[config.mk]
export PLATFORM = sky130hd
export DESIGN_NAME = router_input_unit_flat
export DESIGN_NICKNAME = d
export VERILOG_FILES = /design/src/rtl/router_input_unit_if.sv /design/src/rtl/router_input_unit.sv /design/src/flat_wrapper.sv
export SDC_FILE = /design/constraint.sdc
export NUM_CORES = 1
export LEC_CHECK = 0
export CORE_ASPECT_RATIO = 1.1
export CORE_MARGIN = 2
export CORE_UTILIZATION = 55
export DETAILED_ROUTE_END_ITERATION = 8
export GPL_TIMING_DRIVEN = 0
export PLACE_DENSITY = 0.81
export SLEW_MARGIN = 20
export SYNTH_ARGS = -nofsm -noshare
export SYNTH_HDL_FRONTEND = slang
export SYNTH_SLANG_ARGS = --single-unit
[constraint.sdc]
create_clock -name clk -period 4.75 [get_ports clk]
set_input_delay 0.95 -clock clk [delete_from_list [all_inputs] [get_ports clk]]
set_output_delay 0.95 -clock clk [all_outputs]
set_load 0.005 [all_outputs]
[src/rtl/router_input_unit_if.sv]
// rtl/router_input_unit_if.sv - link, arbiter and crossbar signals of one router input port
interface router_input_unit_if #(
  parameter int DATA_WIDTH    = 32,
  parameter int OUT_PORT_BITS = 3
);
  logic [DATA_WIDTH-1:0]    in_data;
  logic                     in_valid;
  logic                     in_ready;
  logic                     request;
  logic [OUT_PORT_BITS-1:0] req_port;
  logic                     grant;
  logic [DATA_WIDTH-1:0]    out_data;
  logic                     out_valid;

  // master: upstream link plus arbiter/crossbar side; slave: the input unit
  modport master (
    output in_data, in_valid, grant,
    input  in_ready, request, req_port, out_data, out_valid
  );

  modport slave (
    input  in_data, in_valid, grant,
    output in_ready, request, req_port, out_data, out_valid
  );
endinterface

[src/rtl/router_input_unit.sv]
// rtl/router_input_unit.sv - per-input flit FIFO with XY route computation for the mesh router
module router_input_unit #(
  parameter int DATA_WIDTH    = 32,
  parameter int FIFO_DEPTH    = 4,
  parameter int PTR_BITS      = 2,
  parameter int OUT_PORT_BITS = 3,
  parameter int X_BITS        = 4,
  parameter int Y_BITS        = 4,
  parameter int ROUTER_X      = 0,
  parameter int ROUTER_Y      = 0
) (
  input logic                clk,
  input logic                reset,
  router_input_unit_if.slave bus
);
  localparam logic [PTR_BITS:0]      DEPTH_CNT = (PTR_BITS+1)'(FIFO_DEPTH);
  localparam logic [X_BITS-1:0]      RX        = X_BITS'(ROUTER_X);
  localparam logic [Y_BITS-1:0]      RY        = Y_BITS'(ROUTER_Y);
  localparam logic [OUT_PORT_BITS-1:0] PORT_LOCAL = OUT_PORT_BITS'(0);
  localparam logic [OUT_PORT_BITS-1:0] PORT_NORTH = OUT_PORT_BITS'(1);
  localparam logic [OUT_PORT_BITS-1:0] PORT_SOUTH = OUT_PORT_BITS'(2);
  localparam logic [OUT_PORT_BITS-1:0] PORT_EAST  = OUT_PORT_BITS'(3);
  localparam logic [OUT_PORT_BITS-1:0] PORT_WEST  = OUT_PORT_BITS'(4);

  logic [DATA_WIDTH-1:0] mem [FIFO_DEPTH];
  logic [PTR_BITS-1:0]   wr_ptr;
  logic [PTR_BITS-1:0]   rd_ptr;
  logic [PTR_BITS:0]     count;
  logic                  empty;
  logic                  full;
  logic                  push;
  logic                  pop;
  logic [DATA_WIDTH-1:0] head;
  logic [X_BITS-1:0]     dx;
  logic [Y_BITS-1:0]     dy;
  logic [OUT_PORT_BITS-1:0] route;

  assign empty = (count == '0);
  assign full  = (count == DEPTH_CNT);
  assign push  = bus.in_valid & ~full;
  // a grant while empty is ignored rather than corrupting the pointers
  assign pop   = ~empty & bus.grant;

  always_ff @(posedge clk or negedge reset) begin
    if (!reset) begin
      wr_ptr <= '0;
      rd_ptr <= '0;
      count  <= '0;
    end else begin
      if (push) wr_ptr <= wr_ptr + 1'b1;
      if (pop)  rd_ptr <= rd_ptr + 1'b1;
      if (push && !pop)      count <= count + 1'b1;
      else if (pop && !push) count <= count - 1'b1;
    end
  end

  always_ff @(posedge clk) begin
    if (push) mem[wr_ptr] <= bus.in_data;
  end

  assign head = mem[rd_ptr];
  assign dx   = head[DATA_WIDTH-1 -: X_BITS];
  assign dy   = head[DATA_WIDTH-X_BITS-1 -: Y_BITS];

  // X is resolved completely before Y is considered, keeping the mesh deadlock-free
  always_comb begin
    route = PORT_LOCAL;
    if (dx > RX)      route = PORT_EAST;
    else if (dx < RX) route = PORT_WEST;
    else if (dy > RY) route = PORT_NORTH;
    else if (dy < RY) route = PORT_SOUTH;
  end

  assign bus.in_ready  = ~full;
  assign bus.request   = ~empty;
  assign bus.req_port  = empty ? PORT_LOCAL : route;
  assign bus.out_data  = head;
  assign bus.out_valid = pop;
endmodule
[src/flat_wrapper.sv]
// flat-port wrapper written by rule: the top's interface ports become plain ports
module router_input_unit_flat 
#(
  parameter int DATA_WIDTH    = 32,
  parameter int FIFO_DEPTH    = 4,
  parameter int PTR_BITS      = 2,
  parameter int OUT_PORT_BITS = 3,
  parameter int X_BITS        = 4,
  parameter int Y_BITS        = 4,
  parameter int ROUTER_X      = 0,
  parameter int ROUTER_Y      = 0
)
  (clk, reset, bus_in_data, bus_in_valid, bus_grant, bus_in_ready, bus_request, bus_req_port, bus_out_data, bus_out_valid);
  router_input_unit_if #(.DATA_WIDTH(DATA_WIDTH), .OUT_PORT_BITS(OUT_PORT_BITS)) bus_i ();
  input logic clk;
  input logic reset;
  input wire logic [$bits(bus_i.in_data)-1:0] bus_in_data;
  input wire logic [$bits(bus_i.in_valid)-1:0] bus_in_valid;
  input wire logic [$bits(bus_i.grant)-1:0] bus_grant;
  output wire logic [$bits(bus_i.in_ready)-1:0] bus_in_ready;
  output wire logic [$bits(bus_i.request)-1:0] bus_request;
  output wire logic [$bits(bus_i.req_port)-1:0] bus_req_port;
  output wire logic [$bits(bus_i.out_data)-1:0] bus_out_data;
  output wire logic [$bits(bus_i.out_valid)-1:0] bus_out_valid;
  assign bus_i.in_data = bus_in_data;
  assign bus_i.in_valid = bus_in_valid;
  assign bus_i.grant = bus_grant;
  assign bus_in_ready = bus_i.in_ready;
  assign bus_request = bus_i.request;
  assign bus_req_port = bus_i.req_port;
  assign bus_out_data = bus_i.out_data;
  assign bus_out_valid = bus_i.out_valid;
  router_input_unit #(.DATA_WIDTH(DATA_WIDTH), .FIFO_DEPTH(FIFO_DEPTH), .PTR_BITS(PTR_BITS), .OUT_PORT_BITS(OUT_PORT_BITS), .X_BITS(X_BITS), .Y_BITS(Y_BITS), .ROUTER_X(ROUTER_X), .ROUTER_Y(ROUTER_Y)) u_core (.clk(clk), .reset(reset), .bus(bus_i));
endmodule
==> reports/metrics.yaml, run 1 <==
path_buf_inv: 2
die_y_um: 104.9
grt_overflow: 0
hpwl_um: 5650
nets: 347
grt_max_degree: 27
clock-root-buffer: "clkbuf_8"
cts_hold_buf: 0
viasPerCell: 5.632
crit_chain: "buf_2 > mux4_2 > nor4_2 > a21oi_1 > clkdlybuf4s50_1"
hold_viol: 0
nFillCells: 485
fin_skew_ns: 0.006436
first_iter_violations: 131
criticalPathCategory: "flip-flop to output port"
relSlewSlack_pct: 62.89
firstDrtPassIters: 4
required_ns: 3.80
crit_fanout: 10
coreArea_um2: 8919
ios: 74
status: "completed"
yosys_warnings: 0
crit_path_end_kind: "output port"
final_util_pct: 75.14
vias: 2433
cp_top_family: "buffers and inverters"
slowest_stage: "dfrtp_1"
gr-usage-all-layers_pct: 20.79
maxSlewViolCount: 0
cts_tree: "yes"
cts_resized: 0
tns_ns: 0
numCtsBuffers: 17
ir_worst_vdd_mv: 0.3891
area_growth_pct: 31.60
dp_cells: 400
clock_path_buffers: 2
synthArstFlopShare_pct: 5.185
wire_per_inst_um: 21.65
grt_setup_unrepaired: "false"
yosysSeqAreaShare_pct: 78.92
drive_gt1_share_pct: 24.21
rows: 36
layout_commonest_cell: "edfxtp_1"
antenna_found_initial: 0
dieWidth_um: 95.75
ant_nets: 0
die_area_um2: 10050
synth.distinct_cells: 24
netlist_instances: 210
num_antenna_cells: 0
route.detailed.drc: 0
port_buffers: 72
synth_nets: 252
syn_area_um2: 5092
p_per_area_nw_per_um2: 659.9
grt_pass1_wl_um: 14320
startpoint_type: "flip-flop"
max_freq_ghz: 0.2760
post_cts_buffers: 0
min_period_over_period_pct: 76.28
syn_avg_cell_area_um2: 24.25
initial_core_util_pct: 57.10
drt_wl_total_um: 9352
drv_cap: 0
clk_pin_slew_ns: 0.06
grt_pass1_vias: 2642
p_leak_nw: 2.285
place_congestion: 0.6471
layout_common_cells: "edfxtp_1 (128), clkdlybuf4s50_1 (72), mux4_2 (27)"
synth-edff-count: 128
cts_sinks: 135
h-tree-depth: 4
crit_arrival_ns: 2.67
layout_min_cycle_time_ns: 3.623
synth-main-ff-cell: "edfxtp_1"
worstMarginPinSlew_ns: 0.5555
stdcell_count: 432
hp-class: "flip-flop to flip-flop"
cp_slowest_stage_delay_ns: 0.51
clock_latency_ns: 0.52
setup_viol: 0
ys_ff_latch: 135
==> power breakdown <==
part	total, mW	internal, mW	switching (mW)
clock	1.40	0.910	0.485
sequential	1.67	1.58	0.0855
combinational	1.36	0.789	0.572
==> cell type report <==
class                           count  area (µm²)  area share (%)
Inverter                            5       18.77          0.2801
Sequential cell                   135        4019           59.97
Tap cell                          114       142.6           2.128
Timing Repair Buffer               76       823.3           12.29
Buffer                              8       68.82           1.027
Clock buffer                       18       417.9           6.236
Multi-Input combinational cell     62       991.0           14.79
Clock inverter                     14       220.2           3.286
==> through the flow <==
| step | cell area [µm²] | power, mW | hold WS (ns) | setup slack (ns) |
|---|---|---|---|---|
| after floorplan | 5092 | 2.365 | 0.4834 | 2.201 |
| after global placement | 5956 | 2.960 | 0.5033 | 1.085 |
| after detailed placement | 6063 | 3.058 | 0.5144 | 1.618 |
| after CTS | 6701 | 4.479 | 0.5314 | 1.072 |
| after global routing | 6701 | 4.626 | 0.5533 | 1.000 |
| final | 6701 | 4.422 | 0.5295 | 1.127 |
==> logic make-up after synthesis <==
| family | after synthesis | synth area share [%] |
|---|---|---|
| other cells | 1 | 0.07364 |
| compound gates | 2 | 0.2457 |
| buf+inv | 13 | 1.720 |
| mux | 34 | 14.96 |
| xor+xnor | 6 | 1.032 |
| flops | 135 | 78.92 |
| fa+ha+maj | 6 | 1.622 |
| simple gates | 13 | 1.425 |
==> synthesized netlist by cell type, types with 2 or more instances <==
cell | number | area [µm²]
ha_1 | 5 | 62.56
xnor2_1 | 4 | 35.03
mux4_1 | 5 | 131.4
inv_1 | 5 | 18.77
and2_1 | 4 | 25.02
buf_4 | 3 | 22.52
nand2_1 | 2 | 7.510
edfxtp_1 | 128 | 3844
xor2_1 | 2 | 17.52
nor2_1 | 3 | 11.26
mux2_2 | 2 | 22.52
buf_2 | 3 | 15.01
mux4_2 | 27 | 608.1
dfrtp_1 | 7 | 175.2
==> state kept, by name (all words and copies together) (netlist names) <==
name / cells
u_core.count: 3
u_core.mem: 128
u_core.rd_ptr: 2
u_core.wr_ptr: 2
==> path summary, 6_finish.rpt <==
check	from	end	slack [ns]	cells past startpoint
worst max register to register	u_core.count[0]	u_core.count[2]	2.43	9
max in group asynchronous	reset	u_core.count[1]	3.81	1
worst min register to register	u_core.count[2]	u_core.count[2]	0.53	1
min in group asynchronous	reset	u_core.count[0]	0.70	1
worst min-delay path	u_core.count[2]	u_core.count[2]	0.53	1
worst max-delay path	u_core.rd_ptr[1]	bus_req_port[0]	1.13	5
==> per-layer routing <==
layer / GRT usage [%] / share of wire (%) / vias to the layer above / wire [µm]
met4: 7.653 / 1.6 / 0 / 147
met5: 0 / 0 / - / 0
li1: - / - / 1079 / -
met2: 35.36 / 55 / 75 / 5175
met3: 7.066 / 4.5 / 12 / 421
met1: 24.21 / 39 / 1267 / 3608
(Power assumes the default switching activity.)
==> inputs of run 2 (changes only) <==
--- a/config.mk
+++ b/config.mk
@@ -7,10 +7,10 @@
 export LEC_CHECK = 0
 export CORE_ASPECT_RATIO = 1.1
 export CORE_MARGIN = 2
-export CORE_UTILIZATION = 55
+export CORE_UTILIZATION = 48
 export DETAILED_ROUTE_END_ITERATION = 8
 export GPL_TIMING_DRIVEN = 0
-export PLACE_DENSITY = 0.81
+export PLACE_DENSITY = 0.75
 export SLEW_MARGIN = 20
 export SYNTH_ARGS = -nofsm -noshare
 export SYNTH_HDL_FRONTEND = slang
==> constraint.sdc (replaced) <==
create_clock -name clk -period 3.15 [get_ports clk]
set_input_delay 0.63 -clock clk [delete_from_list [all_inputs] [get_ports clk]]
set_output_delay 0.63 -clock clk [all_outputs]
set_load 0.005 [all_outputs]
==> run 2 against run 1 <==
Against the previous run: power is 45% higher; first-iteration DRC count is 8.4% lower; sequential power is 50% higher; sequential share of layout area is 0.19 points higher; clock power is 33% higher; critical path depth is 1 higher; via count is 1.4% lower; hold slack worse by 0.038 ns; final area is 0.28% lower; core utilization is 11 points lower; non-clock buffer count stayed put; worst setup slack worse by 1.0 ns.
==> reports/metrics.yaml, run 2 (same netlist as run 1, synthesis figures left out) <==
status: "completed"  # unchanged
regMostFlops: "u_core.mem"  # unchanged
gr-usage-met2_pct: 27.76  # was 35.36%
crit_fanout: 10  # unchanged
startpoint_type: "flip-flop"  # unchanged
drt_wl_total_um: 8782  # was 9352 µm
ir_worst_vdd_mv: 0.4728  # was 0.3891 mV
stdcell_count: 461  # was 432
initial_core_util_pct: 49.23  # was 57.10%
ios: 74  # unchanged
h-tree-depth: 4  # unchanged
p_per_area_nw_per_um2: 959.4  # was 659.9 nW/µm²
holdWs_ns: 0.4917  # was 0.5295 ns
drive_gt1_share_pct: 23.90  # was 24.21%
antenna_found_initial: 0  # unchanged
grt_overflow: 0  # unchanged
cts_tree: "yes"  # unchanged
fin_skew_ns: 0.007470  # was 0.006436 ns
met1_usage_pct: 20.48  # was 24.21%
grt_pass1_wl_um: 13680  # was 14,320 µm
worst_slack_ns: 0.1179  # was 1.127 ns
route.detailed.drc: 0  # unchanged
required_ns: 2.52  # was 3.80 ns
wire_per_inst_um: 19.05  # was 21.65 µm
criticalPathCategory: "flip-flop to output port"  # unchanged
firstDrtPassIters: 7  # was 4
dieWidth_um: 102.2  # was 95.75 µm
layout_min_cycle_time_ns: 3.032
clock-root-buffer: "clkbuf_16"  # was clkbuf_8
post_cts_buffers: 0  # unchanged
die_area_um2: 11450  # was 10,050 µm²
first_iter_violations: 120  # was 131
gr-usage-met3_pct: 5.729  # was 7.066%
drv_cap: 0  # unchanged
grt_setup_unrepaired: "false"  # unchanged
dp_cells: 429  # was 400
die_y_um: 112.0  # was 104.9 µm
max_freq_ghz: 0.3298
grt-busiest-layer: "met2"  # unchanged
clock_path_buffers: 2  # unchanged
crit_path_end_kind: "output port"  # unchanged
layout_common_cells: "edfxtp_1 (128), clkdlybuf4s50_1 (72), mux4_2 (27)"  # unchanged
pre_cts_slack_ns: 0.3638  # was 1.618 ns
worstMarginPinSlew_ns: 0.5533  # was 0.5555 ns
relSlewSlack_pct: 63.12  # was 62.89%
reg_top3: "u_core.mem x128, u_core.count x3"  # unchanged
place_congestion: 0.6573  # was 0.6471
coreArea_um2: 10340  # was 8919 µm²
crit_arrival_ns: 2.40  # was 2.67 ns
gr-usage-all-layers_pct: 16.81  # was 20.79%
numCtsBuffers: 17  # unchanged
maxSlewViolCount: 0  # unchanged
ant_nets: 0  # unchanged
setup_viol: 0  # unchanged
port_buffers: 72  # unchanged
vias: 2398  # was 2,433
grt_pass1_vias: 2586  # was 2,642
min_period_over_period_pct: 96.26
p_leak_nw: 2.233  # was 2.285 nW
layout_commonest_cell: "edfxtp_1"  # unchanged
clock_latency_ns: 0.41  # was 0.52 ns
cts_sinks: 135  # unchanged
viasPerCell: 5.202  # was 5.632
rows: 39  # was 36
tns_ns: 0  # unchanged
num_antenna_cells: 0  # unchanged
area_growth_pct: 31.23  # was 31.60%
hp-class: "primary input to async pin"  # was flip-flop to flip-flop
largest_reg_flops: 128  # unchanged
clk_pin_slew_ns: 0.06  # about the same
hpwl_um: 5658  # was 5650 µm
hold_viol: 0  # unchanged
grt_max_degree: 26  # was 27
nets: 347  # unchanged
==> run 2: cell count changes in the layout (fill, tap and decap cells not counted), moves of 2 or more <==
cell,delta
bufinv_16,-3
inv_6,-3
clkinvlp_4,+5
clkinv_1,+3
clkinv_4,-2
==> run 2: worst paths after layout <==
path	endpoint	slack, ns	start	cells past startpoint
hold / removal	u_core.count[0]	0.49	reset	1
min in group clk	u_core.count[2]	0.54	u_core.count[2]	1
hold reg to reg	u_core.count[2]	0.54	u_core.count[2]	1
setup reg to reg	u_core.count[2]	0.82	u_core.count[0]	9
max in group asynchronous	u_core.rd_ptr[1]	2.38	reset	1
setup / recovery	bus_req_port[0]	0.12	u_core.rd_ptr[0]	6
==> run 2: worst max-delay path: stages, from the launching register on <==
cell and delay (ns):
dfrtp_1 0.35, buf_6 0.17, buf_12 0.15, mux4_2 0.56, nor4_4 0.20, a21oi_1 0.10
clkdlybuf4s50_1 0.46
==> run 2: per-stage QoR <==
step                      cell area, µm²  power [mW]  util [%]
after global placement              5992       4.482     57.92
after floorplan                     5092       3.567         -
final                               6683       6.411     64.60
after detailed placement            6100       4.609     58.96
after CTS                           6664       6.463     64.42
after global routing                6683       6.717     64.60
==> run 2: per-layer routing <==
| layer | wire (µm) | up-vias |
|---|---|---|
| met5 | 0 | - |
| met4 | 97 | 0 |
| met3 | 443 | 10 |
| met2 | 4550 | 72 |
| met1 | 3690 | 1242 |
| li1 | - | 1074 |
==> run 2: area by class of cell <==
type | count | area, µm²
clock inverter | 14 | 135.1
sequential | 135 | 4020
clock buffer | 18 | 429.2
timing repair buffer | 76 | 823.3
tap | 143 | 178.9
inverter | 5 | 18.77
fill | 727 | 3662
buffer | 8 | 71.32
multi-input combinational | 62 | 1006
==> run 2: timing repair <==
item,in CTS,in global routing
setup endpoints to repair,0,6
hold buffers,0,0
resized for setup,0,4
==> run 2: power breakdown <==
part | switching [mW] | internal [mW] | total, mW
registers | 0.120 | 2.38 | 2.50
clock network | 0.709 | 1.15 | 1.86
logic | 0.849 | 1.20 | 2.05
total | 1.68 | 4.73 | 6.41
==> inputs of run 3 (changes only) <==
--- a/config.mk
+++ b/config.mk
@@ -7,10 +7,10 @@
 export LEC_CHECK = 0
 export CORE_ASPECT_RATIO = 1.1
 export CORE_MARGIN = 2
-export CORE_UTILIZATION = 48
+export CORE_UTILIZATION = 55
 export DETAILED_ROUTE_END_ITERATION = 8
 export GPL_TIMING_DRIVEN = 0
-export PLACE_DENSITY = 0.75
+export PLACE_DENSITY = 0.81
 export SLEW_MARGIN = 20
 export SYNTH_ARGS = -nofsm -noshare
 export SYNTH_HDL_FRONTEND = slang
==> constraint.sdc (replaced) <==
create_clock -name clk -period 3.6 [get_ports clk]
set_input_delay 0.72 -clock clk [delete_from_list [all_inputs] [get_ports clk]]
set_output_delay 0.72 -clock clk [all_outputs]
set_load 0.005 [all_outputs]
==> results of run 3 <==
The final DEF is identical to that of run 1. Status: completed.
Among the figures that moved: setup slack after placement 1.618 ns -> 0.6981 ns; setup slack after layout 1.127 ns -> 0.2068 ns; hold slack 0.5295 ns -> 0.4690 ns; register-to-register setup slack 2.43 ns -> 1.28 ns; total power 4.422 mW -> 5.835 mW; worst IR drop on VDD 0.3891 mV -> 0.5134 mV
